**config.mk**
```make
export PLATFORM = sky130hd
export DESIGN_NAME = pipeline_hazard_ctrl
export DESIGN_NICKNAME = d
export VERILOG_FILES = /design/src/rtl/pipeline_hazard_ctrl.sv
export SDC_FILE = /design/constraint.sdc
export NUM_CORES = 1
export LEC_CHECK = 0
export BUFFER_PORTS_ARGS = -buffer_cell sky130_fd_sc_hd__buf_2
export CORE_UTILIZATION = 40
export CTS_CLUSTER_DIAMETER = 120
export DETAILED_ROUTE_END_ITERATION = 10
export PLACE_DENSITY = 0.84
export SETUP_SLACK_MARGIN = 0.4
export SYNTH_ARGS = -nofsm -noshare
export SYNTH_HDL_FRONTEND = slang
export SYNTH_SLANG_ARGS = --single-unit
```
**constraint.sdc**
```tcl
create_clock -name clk -period 3.05 [get_ports clk]
set_input_delay 0.305 -clock clk [delete_from_list [all_inputs] [get_ports clk]]
set_output_delay 0.305 -clock clk [all_outputs]
set_load 0.1 [all_outputs]
```
**src/rtl/pipeline_hazard_ctrl.sv**
```systemverilog
// pipeline_hazard_ctrl: 5-stage pipe hazard/forwarding/flush/stall control with memory watchdog; PIPELINE_PERF_CNT_EN adds stall_cycles/flush_events counters
module pipeline_hazard_ctrl #(
  parameter int RAW = 5,
  parameter int MEM_TIMEOUT = 16,
  parameter int CNT_W = 32
) (
  input  logic             clk,
  input  logic             reset,
  input  logic [RAW-1:0]   id_rs1,
  input  logic [RAW-1:0]   id_rs2,
  input  logic             id_uses_rs1,
  input  logic             id_uses_rs2,
  input  logic [RAW-1:0]   ex_rs1,
  input  logic [RAW-1:0]   ex_rs2,
  input  logic [RAW-1:0]   ex_rd,
  input  logic             ex_mem_read,
  input  logic             ex_branch_taken,
  input  logic [RAW-1:0]   mem_rd,
  input  logic             mem_reg_write,
  input  logic [RAW-1:0]   wb_rd,
  input  logic             wb_reg_write,
  input  logic             mem_req,
  input  logic             mem_ready,
  output logic             pc_en,
  output logic             ifid_en,
  output logic             idex_en,
  output logic             exmem_en,
  output logic             flush_ifid,
  output logic             flush_idex,
  output logic             flush_memwb,
  output logic [1:0]       fwd_a,
  output logic [1:0]       fwd_b,
  output logic             mem_timeout,
  output logic [CNT_W-1:0] stall_cycles,
  output logic [CNT_W-1:0] flush_events
);
  typedef enum logic [1:0] {INIT, RUN, MEM_WAIT, ERROR} state_t;
  localparam int WW = MEM_TIMEOUT > 0 ? $clog2(MEM_TIMEOUT + 1) : 1;
  state_t state;
  logic [WW-1:0] wcnt;
  logic load_use, freeze, trip;
  logic [3:0] en;
  logic [2:0] fl;
  assign load_use = ex_mem_read && ex_rd != '0 &&
                    ((id_uses_rs1 && id_rs1 == ex_rd) || (id_uses_rs2 && id_rs2 == ex_rd));
  assign freeze = state == MEM_WAIT ? !mem_ready : state == RUN && mem_req && !mem_ready;
  assign trip = MEM_TIMEOUT != 0 && wcnt == WW'(MEM_TIMEOUT - 1);
  always_comb
    {en, fl} = !reset || state == INIT ? 7'b0000_111
             : state == ERROR          ? 7'b0000_000
             : freeze                  ? 7'b0000_001
             : ex_branch_taken         ? 7'b1111_110
             : load_use                ? 7'b0011_010
             :                           7'b1111_000;
  assign {pc_en, ifid_en, idex_en, exmem_en} = en;
  assign {flush_ifid, flush_idex, flush_memwb} = fl;
  assign fwd_a = !reset ? 2'b00
               : mem_reg_write && mem_rd != '0 && mem_rd == ex_rs1 ? 2'b10
               : wb_reg_write && wb_rd != '0 && wb_rd == ex_rs1   ? 2'b01 : 2'b00;
  assign fwd_b = !reset ? 2'b00
               : mem_reg_write && mem_rd != '0 && mem_rd == ex_rs2 ? 2'b10
               : wb_reg_write && wb_rd != '0 && wb_rd == ex_rs2   ? 2'b01 : 2'b00;
  assign mem_timeout = state == ERROR;
  always_ff @(posedge clk or negedge reset)
    if (!reset) begin
      state <= INIT;
      wcnt  <= '0;
    end else begin
      state <= state == INIT     ? RUN
             : state == RUN      ? (freeze ? MEM_WAIT : RUN)
             : state == MEM_WAIT ? (mem_ready ? RUN : trip ? ERROR : MEM_WAIT)
             :                     ERROR;
      wcnt  <= state == MEM_WAIT && !mem_ready ? wcnt + 1'b1 : '0;
    end
`ifdef PIPELINE_PERF_CNT_EN
  always_ff @(posedge clk or negedge reset)
    if (!reset) begin
      stall_cycles <= '0;
      flush_events <= '0;
    end else if (state != INIT) begin
      if (!pc_en && stall_cycles != '1) stall_cycles <= stall_cycles + 1'b1;
      if (flush_ifid && flush_events != '1) flush_events <= flush_events + 1'b1;
    end
`else
  assign stall_cycles = '0;
  assign flush_events = '0;
`endif
endmodule

```
Yosys cells after proc, flatten, opt, wreduce, memory -nomap -nowiden
Index checks and enable logic that the tools add are counted.
- $add $sub $neg: 1
- $mul: 0
- divide/modulo/power cells: 0
- magnitude comparators: 0
- equality and inequality tests: 10
- shift operators: 0
- mux-type cells: 19
- bitwise operators: 0
- reduce and logical (&&, ||, !) cells: 21
- operators with widths (kind ; number):
    two-way mux 7 bit ; 5
    == test 5 bit ; 6
    two-way mux 2 bit ; 9
    nonzero test 5 bit ; 3
    logical AND 1 bit ; 13
    adder 5 x 1 -> 5 bit (second input constant) ; 1
    == test 5 x 4 -> 1 bit (second input constant) ; 1
    two-way mux 5 bit ; 1
    == test 2 bit (second input constant) ; 2
    two-way mux 1 bit ; 4
    == test 2 x 1 -> 1 bit (second input constant) ; 1
    logical NOT 1 bit ; 2
    logical NOT 2 bit ; 1
    logical OR 1 bit ; 2
- register bits after elaboration: 7
- latch bits: 0
- bits in writable memories: 0
- ROM bits: 0
- bits of input ports: 45
- output and inout bits: 76
- logic and storage cells: 53
- memories kept: 0

Depth between registers and ports, before layout
- word-level depth: 9
- gate-level depth with buffers: 6
- depth with buffers taken out: 5

Worst setup path before layout
No wires, ideal clock.
- kind: input port to output port
- start: input ex_rd[3]
- end: output flush_idex
- arrival: 3128 ps
- required time: 2745 ps
- slack: -383 ps
- cell stages on the path: 4
- buffers on the path: 0
- cell sequence: xor2_1 > nor4_1 > a32oi_1 > o31ai_1
- longest elaborated chain between the ends: 9
- elaborated cells between the ends (all ways): 13
- those cells by class: eq/ne (2); mux (5); reduce/logical (6)
- ends and longest elaborated chain (item ; RTL line ; text):
    start: declaration ; 15 ; input logic [RAW-1:0] ex_rd,
    == test 5 bit ; 45 ; ((id_uses_rs1 && id_rs1 == ex_rd) || (id_uses_rs2 && id_rs2 == ex_rd));
    logical AND 1 bit ; 45 ;
    logical OR 1 bit ; 45 ;
    logical AND 1 bit (*) ; 44 ; assign load_use = ex_mem_read && ex_rd != '0 &&
    two-way mux 7 bit (*) ; 53 ; : load_use ? 7'b0011_010
    two-way mux 7 bit (*) ; 52 ; : ex_branch_taken ? 7'b1111_110
    two-way mux 7 bit (*) ; 51 ; : freeze ? 7'b0000_001
    two-way mux 7 bit (*) ; 50 ; : state == ERROR ? 7'b0000_000
    two-way mux 7 bit (*) ; 49 ; {en, fl} = !reset || state == INIT ? 7'b0000_111
    end: declaration ; 29 ; output logic flush_idex,
Mark *: on every way between the ends. The rest lies on a longest branch, timed or not.

Final worst setup path
- start: input mem_rd[1]
- end: output fwd_b[0]
- longest elaborated chain between the ends: 5
- elaborated cells between the ends (all ways): 6
- those cells by class: eq/ne (1); mux (2); reduce/logical (3)
- ends and longest elaborated chain (item ; RTL line ; text):
    start: declaration ; 18 ; input logic [RAW-1:0] mem_rd,
    nonzero test 5 bit ; 61 ; : mem_reg_write && mem_rd != '0 && mem_rd == ex_rs2 ? 2'b10
    logical AND 1 bit ; 61 ;
    logical AND 1 bit (*) ; 61 ;
    two-way mux 2 bit (*) ; 61 ;
    two-way mux 2 bit (*) ; 60 ; assign fwd_b = !reset ? 2'b00
    end: declaration ; 32 ; output logic [1:0] fwd_b,
Marked as above.

==> results.py <==
metrics = {
    "timing": {
        "finalHoldViolations": 0,
        "period_needed_ps": 2250,
        "slew_headroom": 0.603,
        "fmax_ghz": 0.444,
        "drv_slew": 0,
        "max_slew.worst_pin.slew_ps": 589,
        "fin_setup_tns_ps": 0,
        "rsz0062_at_grt": "false",
        "finalClockSkew_ps": 8.57,
        "setup_viol": 0,
        "fin_crit_sh": 0.739,
        "fin_hold_ws_ps": 276,
    },
    "clock_network": {
        "cts_sinks": 7,
        "cts.path.max_buffers": 2,
        "cts_root_buf": "clkbuf_4",
        "post_cts_buffers": 0,
        "clock_latency_ps": 260,
        "cts_buffers": 3,
        "htree_num_levels": 1,
        "path_clk_slew_ps": 50,
        "cts_tree": "yes",
    },
    "route": {
        "ant_nets": 0,
        "wl_per_cell_um": 8.51,
        "via_per_inst": 3.96,
        "drc": 0,
        "dr_total_vias": 1026,
        "firstDrtPassIters": 4,
        "routed_wl_um": 2210,
        "drt_iter0_markers": 17,
    },
    "final_layout": {
        "diodes": 0,
        "fin_area_um2": 1420,
        "nets": 263,
        "fin_util": 0.469,
        "final_common_cell": "conb_1",
        "final_cell_mix": "conb_1 (64), buf_2 (56), xor2_1 (23)",
        "layout-drive-gt1-share": 0.316,
        "syn2layout_area_growth_pct": 11.2,
        "stdcell_count": 259,
    },
    "setup_path": {
        "rr_endpoint": "state[0]$_DFF_PN0_",
        "crit_chain": "buf_2 > or4_4 > o21ai_2 > nor4_1 > nor4_4 > buf_2",
        "crit_type": "input pin to primary output",
        "path_delay_family": "simple AND/OR/NAND/NOR gates",
        "reg2reg_slack_ps": 1760,
        "cp-end-kind": "primary output",
        "cp_common_cell": "buf_2",
        "path_max_fanout": 3,
        "r2r_cells": 5,
        "worstReg2RegStart": "wcnt[0]$_DFF_PN0_",
        "crit_slowest_cell": "or4_4",
        "worst_setup_path_start_kind": "input pin",
        "worstPathArrival_ps": 1950,
        "cpPeakStageDelay_ps": 530,
        "required_ps": 2740,
        "path_buf_inv": 2,
    },
    "run_status": {
        "outcome": "finished clean",
    },
    "place": {
        "dpl_cell_area_um2": 1380,
        "place_congestion": 0.794,
        "io_buffers": 56,
        "hpwl_um": 1990,
        "dp_cells": 254,
    },
    "global_route": {
        "grt_pass1_wl_um": 3330,
        "grt_overflow": 0,
        "grt_pass1_vias": 847,
        "grt_max_degree": 8,
        "grtUsageTotal": 0.130,
        "antenna_found_initial": 0,
    },
    "logic_synthesis": {
        "synth_area_um2": 1280,
        "synth_seq_cells": 7,
        "netlist_instances": 157,
        "yosysUniqueCellTypes": 29,
        "avgSynthCellArea_um2": 8.13,
        "synth_warnings": 0,
        "yosysSeqAreaShare": 0.137,
    },
    "worst_hold_path": {
        "hold_class": "input pin to flop",
        "holdPathStages": 2,
        "holdCritStartpoint": "mem_ready",
        "whs_endpoint": "state[0]$_DFF_PN0_",
    },
    "power": {
        "power_density_nw_per_um2": 448,
        "ir_drop_mv": 0.267,
        "leakagePower_nw": 0.761,
    },
    "die": {
        "die_x_um": 58.5,
        "num_rows": 20,
        "core_area_um2": 3030,
        "start_util": 0.421,
        "io_pins": 121,
        "die_area_um2": 3420,
        "dieHeight_um": 58.5,
    },
    "job": {
        "drv_cap": 0,
    },
}
-- metal layers --
layer | vias to the layer above | wire length, um | global-route usage
li1 | 498 | - | -
met3 | 10 | 270 | 0.0703
met5 | - | 0 | 0
met1 | 450 | 708 | 0.119
met4 | 0 | 59 | 0.0578
met2 | 68 | 1170 | 0.236
-- cells in the mapped netlist --
library cell | instances | area, um^2
a32oi_1 | 1 | 8.76
nor4_2 | 2 | 25.0
buf_4 | 66 | 495
inv_1 | 6 | 22.5
xor2_1 | 23 | 201
o211ai_1 | 1 | 7.51
o22ai_1 | 1 | 6.26
o21a_1 | 1 | 7.51
nor2_1 | 7 | 26.3
o21ai_0 | 1 | 5.00
nor4_1 | 4 | 25.0
o31ai_1 | 1 | 7.51
and3_1 | 1 | 6.26
nand2_1 | 2 | 7.51
xnor2_1 | 9 | 78.8
or4_4 | 1 | 11.3
o311a_1 | 1 | 10.0
nand2b_1 | 3 | 18.8
or2_2 | 1 | 6.26
and2_0 | 1 | 6.26
conb_1 | 1 | 3.75
o21ai_1 | 1 | 5.00
and2_2 | 2 | 15.0
or4_1 | 4 | 30.0
a21oi_1 | 3 | 15.0
nand3_1 | 3 | 15.0
o21ai_2 | 1 | 8.76
dfrtp_1 | 7 | 175
ha_1 | 2 | 25.0
-- worst reg2reg max path, delay by kind of cell (launching register included) --
family / cells / cell delay [ps]
compound gates: 1 / 150
fa+ha+maj: 2 / 400
flops: 1 / 390
simple gates: 2 / 250
-- per-stage QoR --
step           worst slack [ps]  total power (W)
5_1_grt                     723         0.000663
3_5_place_dp                790         0.000551
3_3_place_gp                834         0.000548
4_1_cts                     789         0.000640
6_report                    796         0.000635
2_1_floorplan               476         0.000563
-- flip-flops by register name, summed over array words and instances, names as in the netlist --
signal  cells
wcnt        5
state       2
-- worst max-delay path by stage --
| stage | from | endpoint | slack (ps) | cells past startpoint |
|---|---|---|---|---|
| 2_1_floorplan | ex_rd[3] | flush_idex | 480 | 4 |
| 6_report | mem_rd[1] | fwd_b[0] | 800 | 6 |
| 3_3_place_gp | mem_rd[1] | fwd_a[0] | 830 | 6 |
| 5_1_grt | mem_rd[0] | fwd_a[1] | 720 | 6 |
| 3_5_place_dp | mem_rd[1] | fwd_b[0] | 790 | 6 |
| 4_1_cts | mem_rd[1] | fwd_b[0] | 790 | 6 |
-- where the power goes --
part	switching (W)	leakage, nW	total, W	internal, W
Clock	0.0000344	0.0150	0.0000843	0.0000499
Combinational	0.000410	0.658	0.000458	0.0000480
Sequential	0.0000000162	0.0874	0.0000931	0.0000931
-- what timing repair did --
| action | CTS | global route |
|---|---|---|
| hold buffers | 1 | 0 |
| hold endpoints to repair | 7 | 0 |
| gates resized for setup | 0 | 0 |
-- area by class of cell --
cell class              count  area, um^2
well taps                  44        55.1
clock buffers               4        26.3
repair buffers             57         290
flip-flops and latches      7         175
fillers                   312        1610
multi-input cells         141         850
inverters                   6        22.5
-- cells by family after synthesis --
logic type / Yosys count / share of synthesized area
and+or+nand+nor: 31 / 0.151
buffers and inverters: 72 / 0.406
adders and majority gates: 2 / 0.0196
other: 1 / 0.00294
AOI/OAI and AO/OA: 12 / 0.0637
xor gates and xnor gates: 32 / 0.220
DFF: 7 / 0.137
Note: power is estimated with default switching activity, not from simulation.
